### config.mk
export PLATFORM = sky130hd
export DESIGN_NAME = oled_write_queue
export DESIGN_NICKNAME = d
export VERILOG_FILES = /design/src/rtl/oled_write_queue.sv
export SDC_FILE = /design/constraint.sdc
export NUM_CORES = 1
export LEC_CHECK = 0
export ABC_CLOCK_PERIOD_IN_PS = 4650
export BUFFER_PORTS_ARGS = -buffer_cell sky130_fd_sc_hd__buf_2
export CAP_MARGIN = 15
export CORE_MARGIN = 5
export CORE_UTILIZATION = 54
export CTS_BUF_LIST = sky130_fd_sc_hd__clkbuf_4 sky130_fd_sc_hd__clkbuf_8
export DETAILED_ROUTE_END_ITERATION = 6
export GPL_ROUTABILITY_DRIVEN = 0
export HOLD_SLACK_MARGIN = 0.12
export PLACE_DENSITY = 0.76
export SETUP_SLACK_MARGIN = 0.4
export SLEW_MARGIN = 20
export SYNTH_ARGS = -nofsm -noshare
export SYNTH_HDL_FRONTEND = slang
export SYNTH_SLANG_ARGS = --single-unit
export TNS_END_PERCENT = 50
### constraint.sdc
create_clock -name i_clk -period 4.65 [get_ports i_clk]
set_input_delay 0.2325 -clock i_clk [delete_from_list [all_inputs] [get_ports i_clk]]
set_output_delay 0.2325 -clock i_clk [all_outputs]
set_load 0.005 [all_outputs]
### src/rtl/oled_write_queue.sv
// Write-buffering FIFO and strobe sequencer in front of the SSD1351 SPI serializer.
// Define OLED_FILL_EN to build the FILL entry type (one 16-bit pixel repeated N times).
module oled_write_queue #(
  parameter int unsigned DEPTH = 16,
  parameter int unsigned AW    = 4
) (
  input  logic          i_clk,
  input  logic          i_reset,
  input  logic          i_wstrb,
  input  logic          i_sel_cntl,
  input  logic          i_sel_cmd,
  input  logic          i_sel_dat,
  input  logic          i_sel_dat16,
  input  logic          i_sel_fill,
  input  logic [31:0]   i_wdata,
  output logic          o_wbusy,
  output logic [AW:0]   o_level,
  output logic          o_idle,
  output logic          o_overflow,
  output logic          o_spi_wstrb,
  output logic          o_spi_sel_cntl,
  output logic          o_spi_sel_cmd,
  output logic          o_spi_sel_dat,
  output logic          o_spi_sel_dat16,
  output logic [31:0]   o_spi_wdata,
  input  logic          i_spi_wbusy
);

`ifdef OLED_FILL_EN
  localparam int unsigned TW = 3;
`else
  localparam int unsigned TW = 2;
`endif

  localparam logic [TW-1:0] TyCntl  = TW'(0);
  localparam logic [TW-1:0] TyCmd   = TW'(1);
  localparam logic [TW-1:0] TyDat   = TW'(2);
  localparam logic [TW-1:0] TyDat16 = TW'(3);
`ifdef OLED_FILL_EN
  localparam logic [TW-1:0] TyFill  = TW'(4);
`endif

  typedef enum logic [1:0] {StIdle, StIssue, StSettle, StWait} state_e;

  logic [TW-1:0] r_mem_type [DEPTH];
  logic [31:0]   r_mem_data [DEPTH];
  logic [AW-1:0] r_wptr;
  logic [AW-1:0] r_rptr;
  logic [AW:0]   r_level;
  logic          r_overflow;
  state_e        r_state;
  state_e        w_state_d;
  logic [TW-1:0] r_cur_type;

  logic          r_spi_wstrb;
  logic          r_spi_sel_cntl;
  logic          r_spi_sel_cmd;
  logic          r_spi_sel_dat;
  logic          r_spi_sel_dat16;
  logic [31:0]   r_spi_wdata;

  logic          w_any_sel;
  logic [TW-1:0] w_push_type;
  logic          w_full;
  logic          w_push;
  logic          w_pop;
  logic [TW-1:0] w_head_type;
  logic [31:0]   w_head_data;
  logic          w_head_is_fill;
  logic          w_head_fill_zero;
  logic          w_fill_more;
  logic [TW-1:0] w_iss_type;

  // Select priority: cntl > cmd > dat > dat16 > fill.
  always_comb begin
    w_any_sel   = 1'b1;
    w_push_type = TyCntl;
    if (i_sel_cntl) begin
      w_push_type = TyCntl;
    end else if (i_sel_cmd) begin
      w_push_type = TyCmd;
    end else if (i_sel_dat) begin
      w_push_type = TyDat;
    end else if (i_sel_dat16) begin
      w_push_type = TyDat16;
`ifdef OLED_FILL_EN
    end else if (i_sel_fill) begin
      w_push_type = TyFill;
`endif
    end else begin
      w_any_sel = 1'b0;
    end
  end

`ifndef OLED_FILL_EN
  logic w_unused_sel_fill;
  assign w_unused_sel_fill = i_sel_fill;
`endif

  // Full is judged on the registered level, so a same-cycle pop never rescues a push.
  assign w_full      = (r_level == (AW+1)'(DEPTH));
  assign w_push      = i_wstrb & w_any_sel & ~w_full;
  assign w_head_type = r_mem_type[r_rptr];
  assign w_head_data = r_mem_data[r_rptr];

`ifdef OLED_FILL_EN
  logic [15:0] r_fill_rem;
  assign w_head_is_fill   = (w_head_type == TyFill);
  assign w_head_fill_zero = w_head_is_fill & (w_head_data[31:16] == 16'h0);
  assign w_fill_more      = (r_fill_rem != 16'h0);
`else
  assign w_head_is_fill   = 1'b0;
  assign w_head_fill_zero = 1'b0;
  assign w_fill_more      = 1'b0;
`endif

  always_ff @(posedge i_clk) begin
    if (w_push) begin
      r_mem_type[r_wptr] <= w_push_type;
      r_mem_data[r_wptr] <= i_wdata;
    end
  end

  always_ff @(posedge i_clk) begin
    if (i_reset) begin
      r_wptr     <= '0;
      r_rptr     <= '0;
      r_level    <= '0;
      r_overflow <= 1'b0;
    end else begin
      if (w_push) r_wptr <= r_wptr + 1'b1;
      if (w_pop)  r_rptr <= r_rptr + 1'b1;
      unique case ({w_push, w_pop})
        2'b10:   r_level <= r_level + 1'b1;
        2'b01:   r_level <= r_level - 1'b1;
        default: r_level <= r_level;
      endcase
      if (i_wstrb && w_any_sel && w_full) r_overflow <= 1'b1;
    end
  end

  always_ff @(posedge i_clk) begin
    if (i_reset) r_state <= StIdle;
    else         r_state <= w_state_d;
  end

  always_comb begin
    w_state_d = r_state;
    w_pop     = 1'b0;
    unique case (r_state)
      StIdle: begin
        if (r_level != '0) begin
          w_pop = 1'b1;
          // Zero-count fills are consumed without touching the serializer.
          if (!w_head_fill_zero) w_state_d = StIssue;
        end
      end
      StIssue:  w_state_d = StSettle;
      StSettle: w_state_d = StWait;
      StWait: begin
        if (!i_spi_wbusy) w_state_d = w_fill_more ? StIssue : StIdle;
      end
      default:  w_state_d = StIdle;
    endcase
  end

  assign w_iss_type = (r_state == StIdle) ? w_head_type : r_cur_type;

  always_ff @(posedge i_clk) begin
    if (i_reset) begin
      r_spi_wstrb     <= 1'b0;
      r_spi_sel_cntl  <= 1'b0;
      r_spi_sel_cmd   <= 1'b0;
      r_spi_sel_dat   <= 1'b0;
      r_spi_sel_dat16 <= 1'b0;
      r_spi_wdata     <= '0;
      r_cur_type      <= TyCntl;
    end else begin
      r_spi_wstrb     <= (w_state_d == StIssue);
      r_spi_sel_cntl  <= 1'b0;
      r_spi_sel_cmd   <= 1'b0;
      r_spi_sel_dat   <= 1'b0;
      r_spi_sel_dat16 <= 1'b0;
      if (w_state_d == StIssue) begin
        case (w_iss_type)
          TyCntl:  r_spi_sel_cntl  <= 1'b1;
          TyCmd:   r_spi_sel_cmd   <= 1'b1;
          TyDat:   r_spi_sel_dat   <= 1'b1;
          default: r_spi_sel_dat16 <= 1'b1;
        endcase
      end
      if (w_pop && (w_state_d == StIssue)) begin
        r_cur_type  <= w_head_type;
        r_spi_wdata <= w_head_is_fill ? {16'h0, w_head_data[15:0]} : w_head_data;
      end
    end
  end

`ifdef OLED_FILL_EN
  always_ff @(posedge i_clk) begin
    if (i_reset) begin
      r_fill_rem <= 16'h0;
    end else if (w_pop && w_head_is_fill) begin
      r_fill_rem <= w_head_data[31:16];
    end else if ((r_state == StIssue) && w_fill_more) begin
      r_fill_rem <= r_fill_rem - 16'h1;
    end
  end
`endif

  assign o_wbusy         = w_full;
  assign o_level         = r_level;
  assign o_idle          = (r_level == '0) & (r_state == StIdle) & ~i_spi_wbusy;
  assign o_overflow      = r_overflow;
  assign o_spi_wstrb     = r_spi_wstrb;
  assign o_spi_sel_cntl  = r_spi_sel_cntl;
  assign o_spi_sel_cmd   = r_spi_sel_cmd;
  assign o_spi_sel_dat   = r_spi_sel_dat;
  assign o_spi_sel_dat16 = r_spi_sel_dat16;
  assign o_spi_wdata     = r_spi_wdata;

endmodule

### Word-level counts from Yosys, hierarchy flattened

Memory sizes are Yosys's and may differ from the RTL's. A register that Yosys moved wholly into a read port is not among the register bits.
Index checks and enable logic that the tools add are counted.

| operators by class | value |
|---|---|
| $add $sub $neg | 4 |
| equal/unequal tests | 9 |
| mux-type cells | 23 |
| bitwise gates (word level) | 7 |
| reduce and logical (&&, ||, !) cells | 10 |

Operators by type and width:

| cell | number |
|---|---|
| $mux 2 | 7 |
| $mux 1 | 12 |
| $pmux 5 s2 | 1 |
| $add 4x1->4 const B | 2 |
| $eq 2x1->1 const B | 4 |
| $eq 2x2->1 const B | 4 |
| $mux 4 | 2 |
| $pmux 2 s4 | 1 |
| $add 5x1->5 const B | 1 |
| $eq 5x5->1 const B | 1 |
| $logic_not 5->1 | 1 |
| $reduce_bool 5->1 | 1 |
| $sub 5x1->5 const B | 1 |
| $and 1x1->1 | 4 |
| $logic_not 2->1 | 2 |
| $logic_and 1x1->1 | 3 |
| $not 1->1 | 3 |
| $reduce_or 3->1 | 1 |
| $reduce_bool 2->1 | 1 |
| $reduce_or 2->1 | 1 |

| storage, ports and cells | value |
|---|---|
| bits in registers | 23 |
| memory bits (writable) | 544 |
| output and inout bits | 45 |
| logic and storage cells | 66 |
| memories kept | 2 |

Memories:

| memory | words | bits a word | rd ports | clocked after Yosys merged registers in | write ports | RTL line | source |
|---|---|---|---|---|---|---|---|
| r_mem_data | 16 | 32 | 1 | 1 | 1 | 46 | `logic [31:0] r_mem_data [DEPTH];` |
| r_mem_type | 16 | 2 | 1 | 1 | 1 | 45 | `logic [TW-1:0] r_mem_type [DEPTH];` |

### Longest topological paths before layout

Gate-level depths: netlist (run 1).

| depth | value |
|---|---|
| depth in word-level cells | 8 |
| depth in mapped cells | 13 |
| depth with buffers taken out | 11 |

### Worst setup path before layout (run 1)

OpenSTA, ideal clock, no wires.

| path | value |
|---|---|
| kind | register -> register |
| from | register r_level[2] (netlist: o_level[2]) |
| to | memory r_mem_data[3][0] (enable) |
| library setup time | 0.467 ns |
| arrival | 3.428 ns |
| data required time | 4.183 ns |
| slack | 0.754 ns |
| stages on the path, launching flop included | 6 |
| period minus slack after synthesis | 3.896 ns |
| cells stage by stage | dfxtp_1 -> buf_2 -> nor4_4 -> a21oi_2 -> nand2_1 -> nor3_1 |

| on the way | value |
|---|---|
| cells in the longest elaborated chain, start to end | 5 |

RTL lines:

| item | RTL line | source |
|---|---|---|
| from (decl) | 49 | `logic [AW:0] r_level;` |
| from (signal assigned) | 134 | `2'b10: r_level <= r_level + 1'b1;` |
| from (signal assigned) | 135 | `2'b01: r_level <= r_level - 1'b1;` |
| from (signal assigned) | 136 | `default: r_level <= r_level;` |
| $eq 5x5->1 | 101 | `assign w_full = (r_level == (AW+1)'(DEPTH));` |
| $not 1->1 | 102 | `assign w_push = i_wstrb & w_any_sel & ~w_full;` |
| $and 1x1->1 | 102 |  |
| $mux 1 | 118 | `if (w_push) begin` |
| $mux 1 (not written as such) | 120 | `r_mem_data[r_wptr] <= i_wdata;` |
| to (decl) | 46 |  |

No other way between the ends.

### Worst setup path in the final report (run 1)

| path | value |
|---|---|
| from | input i_sel_cntl |
| to | register r_level[4] (netlist: o_level[4]) |

| on the way | value |
|---|---|
| cells in the longest elaborated chain, start to end | 5 |
| elaborated cells on any way between the ends | 7 |
| those cells by class | eq/ne (2); mux (2); bitwise (2); reduce/logical (1) |

RTL lines:

| item | RTL line | source |
|---|---|---|
| from (decl) | 10 | `input logic i_sel_cntl,` |
| $mux 1 * | 78 | `if (i_sel_cntl) begin` |
| $and 1x1->1 * (2 in a row) | 102 |  |
| $eq 2x1->1 or $eq 2x2->1 (tied branches) | 133 | `unique case ({w_push, w_pop})` |
| $pmux 5 s2 or $reduce_bool 2->1 (tied branches) | - |  |

Every way passes the cells marked *; elsewhere a longest branch is shown, timed or not.
A chain may end at the register's enable or synchronous reset.

==> impl_metrics.py, run 1 <==
metrics = {
    "sta": {
        "slew_headroom": 0.2819,
        "period_share": 0.6822,
        "worst_pin_slew_ps": 1075,
        "fmax_mhz": 315.2,
        "rsz0062_at_grt": "no",
        "clock-skew-final_ps": 20.19,
        "tns_ps": 0,
        "final-max-slew-violation-count": 0,
        "finalCriticalPeriod_ps": 3172,
        "hold_violations": 0,
        "setup_viol_count_final": 0,
    },
    "critical_path": {
        "critical-path-slowest-cell": "o41ai_1",
        "r2r_end": "o_level[4]$_SDFFE_PP0P_",
        "max_stage_delay_ps": 680,
        "crit_top_cell": "ha_1",
        "worstSetupStartpointType": "input pin",
        "crit_start": "i_sel_cntl",
        "rr_worst_depth": 11,
        "path_class": "in2reg",
        "timing.reg2reg.setup_slack_ps": 1530,
        "crit_chain": "dlygate4sd3_1 -> buf_2 -> o41ai_1 -> a21oi_2 -> inv_1 -> ha_1 -> xor2_1 -> ha_1 -> o21a_1 -> o21ai_0 -> nand2b_1 -> a211oi_1 -> mux2_2",
        "end_kind": "flop",
        "crit_required_ps": 5160,
        "reg2reg_from": "o_level[1]$_SDFFE_PP0P_",
        "critPathCapture": "o_level[4]$_SDFFE_PP0P_",
        "critPathArrivalTime_ps": 3680,
        "worstPathMaxFanout": 9,
    },
    "final_layout": {
        "fin_util": 0.6261,
        "nets": 1308,
        "drive_gt1_frac": 0.3208,
        "area_growth_syn_to_layout_pct": 15.24,
    },
    "global_routing": {
        "grt_use_total": 0.2012,
        "grt_first_pass_wirelength_um": 71130,
        "antenna_found_initial": 1,
        "first_global_vias": 11620,
        "grt_max_degree": 62,
        "overflow": 0,
    },
    "route": {
        "vias_per_cell": 5.959,
        "vias": 11170,
        "drtPass1Iterations": 5,
        "drc": 0,
        "wire_per_inst_um": 24.60,
        "drtIter0Drc": 1079,
        "ant_nets": 0,
        "routed_wl_um": 46130,
    },
    "floorplan": {
        "die_w_um": 215.0,
        "rows": 75,
        "io_pins": 86,
        "die_h_um": 215.0,
        "die_area_mm2": 0.04622,
        "coreArea_mm2": 0.04176,
        "initial_core_util": 0.5433,
    },
    "synthesis": {
        "syn_inst": 1069,
        "seq_area_frac_synth": 0.7711,
        "syn_area_mm2": 0.02269,
        "ys_ff_latch": 602,
        "synth_fp_nets": 1119,
        "synth_cell_type_count": 46,
        "synthFlopType": "edfxtp_1",
        "async_reset_ff_frac": 0,
        "synth_warnings": 0,
        "synth_edf_count": 544,
        "avgSynthCellArea_um2": 21.22,
    },
    "power": {
        "peakVddDrop_mv": 0.3165,
        "leakage_nw": 8.578,
        "power_density_mw_per_mm2": 506.2,
    },
    "clock_tree": {
        "clkTransAtPathRegs_ps": 60,
        "cts_tree": "done",
        "htree_levels": 3,
        "root_buffer": "clkbuf_8",
        "cts_sinks": 602,
        "cts_buffer_depth": 3,
        "clock_latency_ps": 630,
        "cts_buffers": 92,
    },
    "status": {
        "status": "completed",
    },
    "placement": {
        "io_buffer_count": 84,
        "dpl.hpwl_um": 25790,
    },
    "min_path": {
        "min_path_type": "in2reg",
    },
    "flow_run": {
        "maxCapViolations": 0,
    },
}
-- metal layers --
layer  track usage  wire (µm)  vias up
met1        0.2823      19150     5859
met4       0.06017        917        0
met3       0.03462       2760       68
met5             0          0        -
met2        0.3314      23300      408
li1              -          -     4838
-- what timing repair did --
action / in CTS / in global routing
hold buffers: 39 / 0
setup buffers: 0 / 0
hold endpoints to repair: 547 / 0
gates resized for setup: 0 / 0
-- worst min path at each step --
| stage | startpoint | cells past startpoint | end | slack (ps) |
|---|---|---|---|---|
| 2_1_floorplan | i_wdata[0] | 0 | r_mem_data[0][0]$_DFFE_PP_ | 330 |
| 3_3_place_gp | o_overflow$_SDFFE_PP0P_ | 2 | o_overflow$_SDFFE_PP0P_ | 450 |
| 3_5_place_dp | o_spi_wdata[16]$_SDFFE_PP0P_ | 1 | o_spi_wdata[16]$_SDFFE_PP0P_ | 460 |
| 4_1_cts | i_sel_dat16 | 4 | r_mem_type[8][1]$_DFFE_PP_ | 200 |
| 5_1_grt | i_sel_dat16 | 4 | r_mem_type[7][1]$_DFFE_PP_ | 220 |
| 6_report | i_sel_dat16 | 4 | r_mem_type[8][1]$_DFFE_PP_ | 240 |
-- kinds of logic (layout without fill, tap and decap cells) --
logic type | count (synthesis) | after routing | synth area share
other cells | 0 | 2 | 0
mux | 144 | 144 | 0.1385
buf+inv | 68 | 333 | 0.01687
xor+xnor | 11 | 11 | 0.004247
fa+ha+maj | 9 | 9 | 0.004963
flops | 602 | 602 | 0.7711
compound gates | 117 | 117 | 0.04004
simple gates | 118 | 118 | 0.02426
-- flip-flops by register name, summed over array words and instances (netlist names), 2 cells and up, named ones only --
name,flops
o_level,5
r_wptr,4
r_mem_data,512
o_spi_wdata,32
r_rptr,4
r_mem_type,32
r_state,2
-- area by class of cell --
class,instances,area [µm²]
diodes,2,5.005
clock buffers,132,1610
clock inverters,38,200.2
fillers,2719,15610
inverters,7,26.28
multi-input cells,399,4957
flip-flops and latches,602,17500
well taps,539,674.4
repair buffers,156,1169
-- report_power, final --
part	internal (mW)	total (mW)	switching [mW]
clock network	2.29	4.23	1.94
logic	1.27	2.49	1.22
registers	6.25	6.52	0.273
-- per-stage QoR --
stage | std cells | total power, mW | setup slack, ps | hold slack, ps | instance area (µm²)
CTS | 1873 | 13.39 | 1516 | 196.7 | 26140
global route | 1874 | 13.87 | 1299 | 223.4 | 26140
floorplan | 1069 | 8.398 | 754.2 | 331.4 | 22690
detailed placement | 1664 | 9.126 | 1356 | 458.6 | 23940
finish | 1875 | 13.24 | 1478 | 235.8 | 26150
global placement | 1660 | 9.039 | 1412 | 448.3 | 23840
-- synthesized netlist by cell type (2+ instances only) --
cell	n	area, µm²
mux4_2	129	2905
mux4_1	5	131.4
buf_1	8	30.03
nand4_1	3	18.77
a22oi_1	65	488.0
nor2_2	3	18.77
xnor2_1	2	17.52
xor2_1	9	78.83
mux2_2	4	45.04
ha_1	9	112.6
inv_1	7	26.28
nor2b_1	3	18.77
nor2_1	39	146.4
or2_1	2	12.51
a21oi_1	6	30.03
nand3b_1	3	22.52
buf_4	3	22.52
a22o_1	32	280.3
buf_6	14	157.7
clkbuf_1	27	101.4
mux2i_1	6	60.06
nand2b_1	6	37.54
nor3_1	8	40.04
buf_2	8	40.04
edfxtp_1	544	16340
nand3_1	2	10.01
nand2_1	43	161.4
o21ai_0	4	20.02
dfxtp_1	58	1161
-- placed cells by master, fill, tap and decap left out, types with 4 or more instances in the layout --
cell type and n:
a21oi_1 6, a22o_1 32, a22oi_1 65, buf_12 4, buf_2 84, buf_4 26
clkbuf_4 33, clkbuf_8 99, clkinv_1 24, clkinv_2 9, dfxtp_1 56, dlygate4sd3_1 39
edfxtp_1 544, ha_1 9, inv_1 7, mux2_2 4, mux2i_1 6, mux4_1 5
mux4_2 129, nand2_1 43, nand2b_1 6, nor2_1 25, nor2_4 14, nor3_1 4
nor3_2 4, o21ai_0 4, xor2_1 9
-- critical path: cells and delay by family --
kind	cells	cell delay, ps
xor gates and xnor gates	1	120
AOI/OAI and AO/OA	5	1470
muxes	1	360
buffers and inverters	3	810
and+or+nand+nor	1	70
adders and majority gates	2	600
Power figures use the tool's default switching activity.
==> inputs of run 2 (changes only) <==
Settings changed: ABC_AREA from default to 1, ABC_CLOCK_PERIOD_IN_PS 4650 to 3220.
Clock period 4.65 ns to 3.22 ns, I/O delays scaled along.
==> impl_metrics.py, run 2 <==
metrics = {
    "status": {
        "status": "finished, violations left",
        "failed_checks": "DRC",
    },
    "floorplan": {
        "die_area_mm2": 0.04871,
        "die_w_um": 220.7,
        "coreArea_mm2": 0.04403,
        "die_h_um": 220.7,
        "io_pins": 86,
        "rows": 77,
        "initial_core_util": 0.5445,
    },
    "sta": {
        "period_share": 0.7907,
        "rsz0062_at_grt": "no",
        "setup_viol_count_final": 0,
        "slew_headroom": 0.2976,
        "clock-skew-final_ps": 42.77,
        "worst_slack_ps": 673.9,
        "hold_violations": 0,
        "tns_ps": 0,
        "final-max-slew-violation-count": 0,
        "fmax_mhz": 392.8,
        "worst_pin_slew_ps": 1048,
        "hold_ws_ps": 339.8,
        "finalCriticalPeriod_ps": 2546,
    },
    "global_routing": {
        "grt_first_pass_wirelength_um": 85400,
        "grt_max_degree": 259,
        "first_global_vias": 15550,
        "grt_use_total": 0.2258,
        "overflow": 0,
        "antenna_found_initial": 0,
    },
    "power": {
        "p_int_mw": 14.52,
        "power_density_mw_per_mm2": 794.0,
        "sw_frac_of_total": 0.3355,
        "leakage_nw": 9.670,
        "seqPwrFrac": 0.422,
        "combPwrFrac": 0.285,
        "p_sw_mw": 7.329,
        "clkPwrFrac": 0.293,
        "peakVddDrop_mv": 0.7785,
        "power_mw": 21.85,
    },
    "synthesis": {
        "synth_area_leader_cell": "edfxtp_1",
        "seq_area_frac_synth": 0.7307,
        "ys_ff_latch": 603,
        "async_reset_ff_frac": 0,
        "synth_fp_nets": 2000,
        "yosys-top-cells-area": "edfxtp_1, nor2_1, dfxtp_1",
        "avgSynthCellArea_um2": 12.29,
        "synthFlopType": "edfxtp_1",
        "yosysMostFrequentCell": "edfxtp_1",
        "synth_cell_type_count": 33,
        "synth_warnings": 0,
        "synth_common_cells": "edfxtp_1, nor2_1, o21ai_0",
        "synth_top_area_share": 0.6815,
        "syn_area_mm2": 0.02397,
        "syn_inst": 1950,
        "synth_edf_count": 544,
    },
    "final_layout": {
        "fin_util": 0.6249,
        "n_antenna_cell": 0,
        "largest_register_ffs": 512,
        "largest_register": "r_mem_data",
        "nets": 2144,
        "final_cell_mix": "edfxtp_1, nor2_1, o21ai_0",
        "fill_cells": 3224,
        "drive_gt1_frac": 0.1538,
        "area_growth_syn_to_layout_pct": 14.78,
        "final_common_cell": "edfxtp_1",
    },
    "critical_path": {
        "timing.reg2reg.setup_slack_ps": 670,
        "worst-path-buf-inv": 1,
        "max_stage_delay_ps": 440,
        "end_kind": "flop",
        "worstPathMaxFanout": 7,
        "worst-path-stages": 14,
        "r2r_end": "o_level[4]$_SDFFE_PP0P_",
        "reg2reg_from": "o_level[1]$_SDFFE_PP0P_",
        "rr_worst_depth": 14,
        "critPathCapture": "o_level[4]$_SDFFE_PP0P_",
        "crit_required_ps": 3750,
        "crit_family": "simple AND/OR/NAND/NOR gates",
        "critical-path-slowest-cell": "dfxtp_1",
        "worstSetupStartpointType": "flop",
        "crit_chain": "nor2_1 -> nand3_1 -> nor2_1 -> nor2_2 -> inv_1 -> ha_1 -> xor2_1 -> ha_1 -> a21o_1 -> nand3_1 -> a21o_1 -> nand2_1 -> nand2_1 -> a21oi_1",
        "crit_start": "o_level[1]$_SDFFE_PP0P_",
        "critPathArrivalTime_ps": 3080,
        "path_class": "reg2reg",
    },
    "route": {
        "ant_nets": 0,
        "wire_per_inst_um": 19.97,
        "drtIter0Drc": 1804,
        "vias": 15760,
        "routed_wl_um": 55200,
        "drc": 3,
        "drtPass1Iterations": 7,
        "vias_per_cell": 5.700,
    },
    "clock_tree": {
        "cts_tree": "done",
        "cts_sinks": 603,
        "clkTransAtPathRegs_ps": 60,
        "postCtsSetupRepairBufs": 0,
        "htree_levels": 3,
        "clock_latency_ps": 680,
        "root_buffer": "clkbuf_8",
        "cts_buffers": 92,
        "cts_buffer_depth": 3,
    },
    "placement": {
        "io_buffer_count": 84,
        "dpl.hpwl_um": 29780,
        "place_ws_ps": 573.1,
    },
    "min_path": {
        "min_path_type": "in2reg",
    },
    "flow_run": {
        "maxCapViolations": 0,
    },
}
## run 2: area by class of cell
type	instances	area, µm²	share of cell area
clock buffers	135	1658	0.06025
clock inverters	37	247.7	0.009004
multi-input cells	1152	5648	0.2053
inverters	74	285.3	0.01037
repair buffers	171	1411	0.05129
well taps	592	740.7	0.02692
flip-flops and latches	603	17520	0.6369
## run 2: cell families after synthesis
kind of cell / share of synthesized area
AOI/OAI and AO/OA: 0.1015
xor gates and xnor gates: 0.002558
DFF: 0.7307
and+or+nand+nor: 0.1214
adders and majority gates: 0.004698
buffers and inverters: 0.03915
## run 2: worst min path at each step
stage | start | depth (start not counted) | slack [ps] | end
after floorplan | i_wdata[0] | 0 | 260 | r_mem_data[0][0]$_DFFE_PP_
after global placement | i_wstrb | 3 | 420 | o_overflow$_SDFFE_PP0P_
after detailed placement | i_wstrb | 3 | 440 | o_overflow$_SDFFE_PP0P_
after CTS | i_spi_wbusy | 4 | 300 | r_state[0]$_SDFF_PP0_
after global routing | i_spi_wbusy | 4 | 330 | r_state[0]$_SDFF_PP0_
final | i_spi_wbusy | 4 | 340 | r_state[0]$_SDFF_PP0_
## run 2: power by group through the flow
| stage | Clock, mW | Sequential [mW] | Combinational, mW |
|---|---|---|---|
| after global placement | 0 | 9.36 | 5.88 |
| final | 6.40 | 9.23 | 6.22 |
| after CTS | 6.50 | 9.22 | 6.21 |
| after floorplan | 0 | 9.38 | 4.51 |
| after detailed placement | 0 | 9.38 | 6.13 |
| after global routing | 6.87 | 9.27 | 6.99 |
## run 2: timing repair
action                                 CTS  global route
gates resized for setup                  0             1
setup endpoints to repair                0            13
endpoints found under the hold margin  552             0
hold buffers                            42             0
## run 2: worst register-to-register path: stages, from the launching register on
cell     delay (ps)
dfxtp_1         440
nor2_1           90
nand3_1          70
nor2_1           70
nor2_2          260
inv_1           210
ha_1            310
xor2_1          180
ha_1            190
a21o_1          180
nand3_1         130
a21o_1          130
nand2_1          50
nand2_1          50
a21oi_1          50
## run 2: layer usage
layer,routed length (µm),track usage,vias to the layer above
li1,-,-,7283
met1,22640,0.3112,7634
met2,26940,0.3741,742
met3,4489,0.03899,97
met4,1130,0.06781,0
met5,0,0,-
## run 2: through the flow
stage,instances,cell area [µm²]
finish,2764,27520
global route,2764,27520
CTS,2763,27490
detailed placement,2549,25160
global placement,2549,25160
floorplan,1950,23980
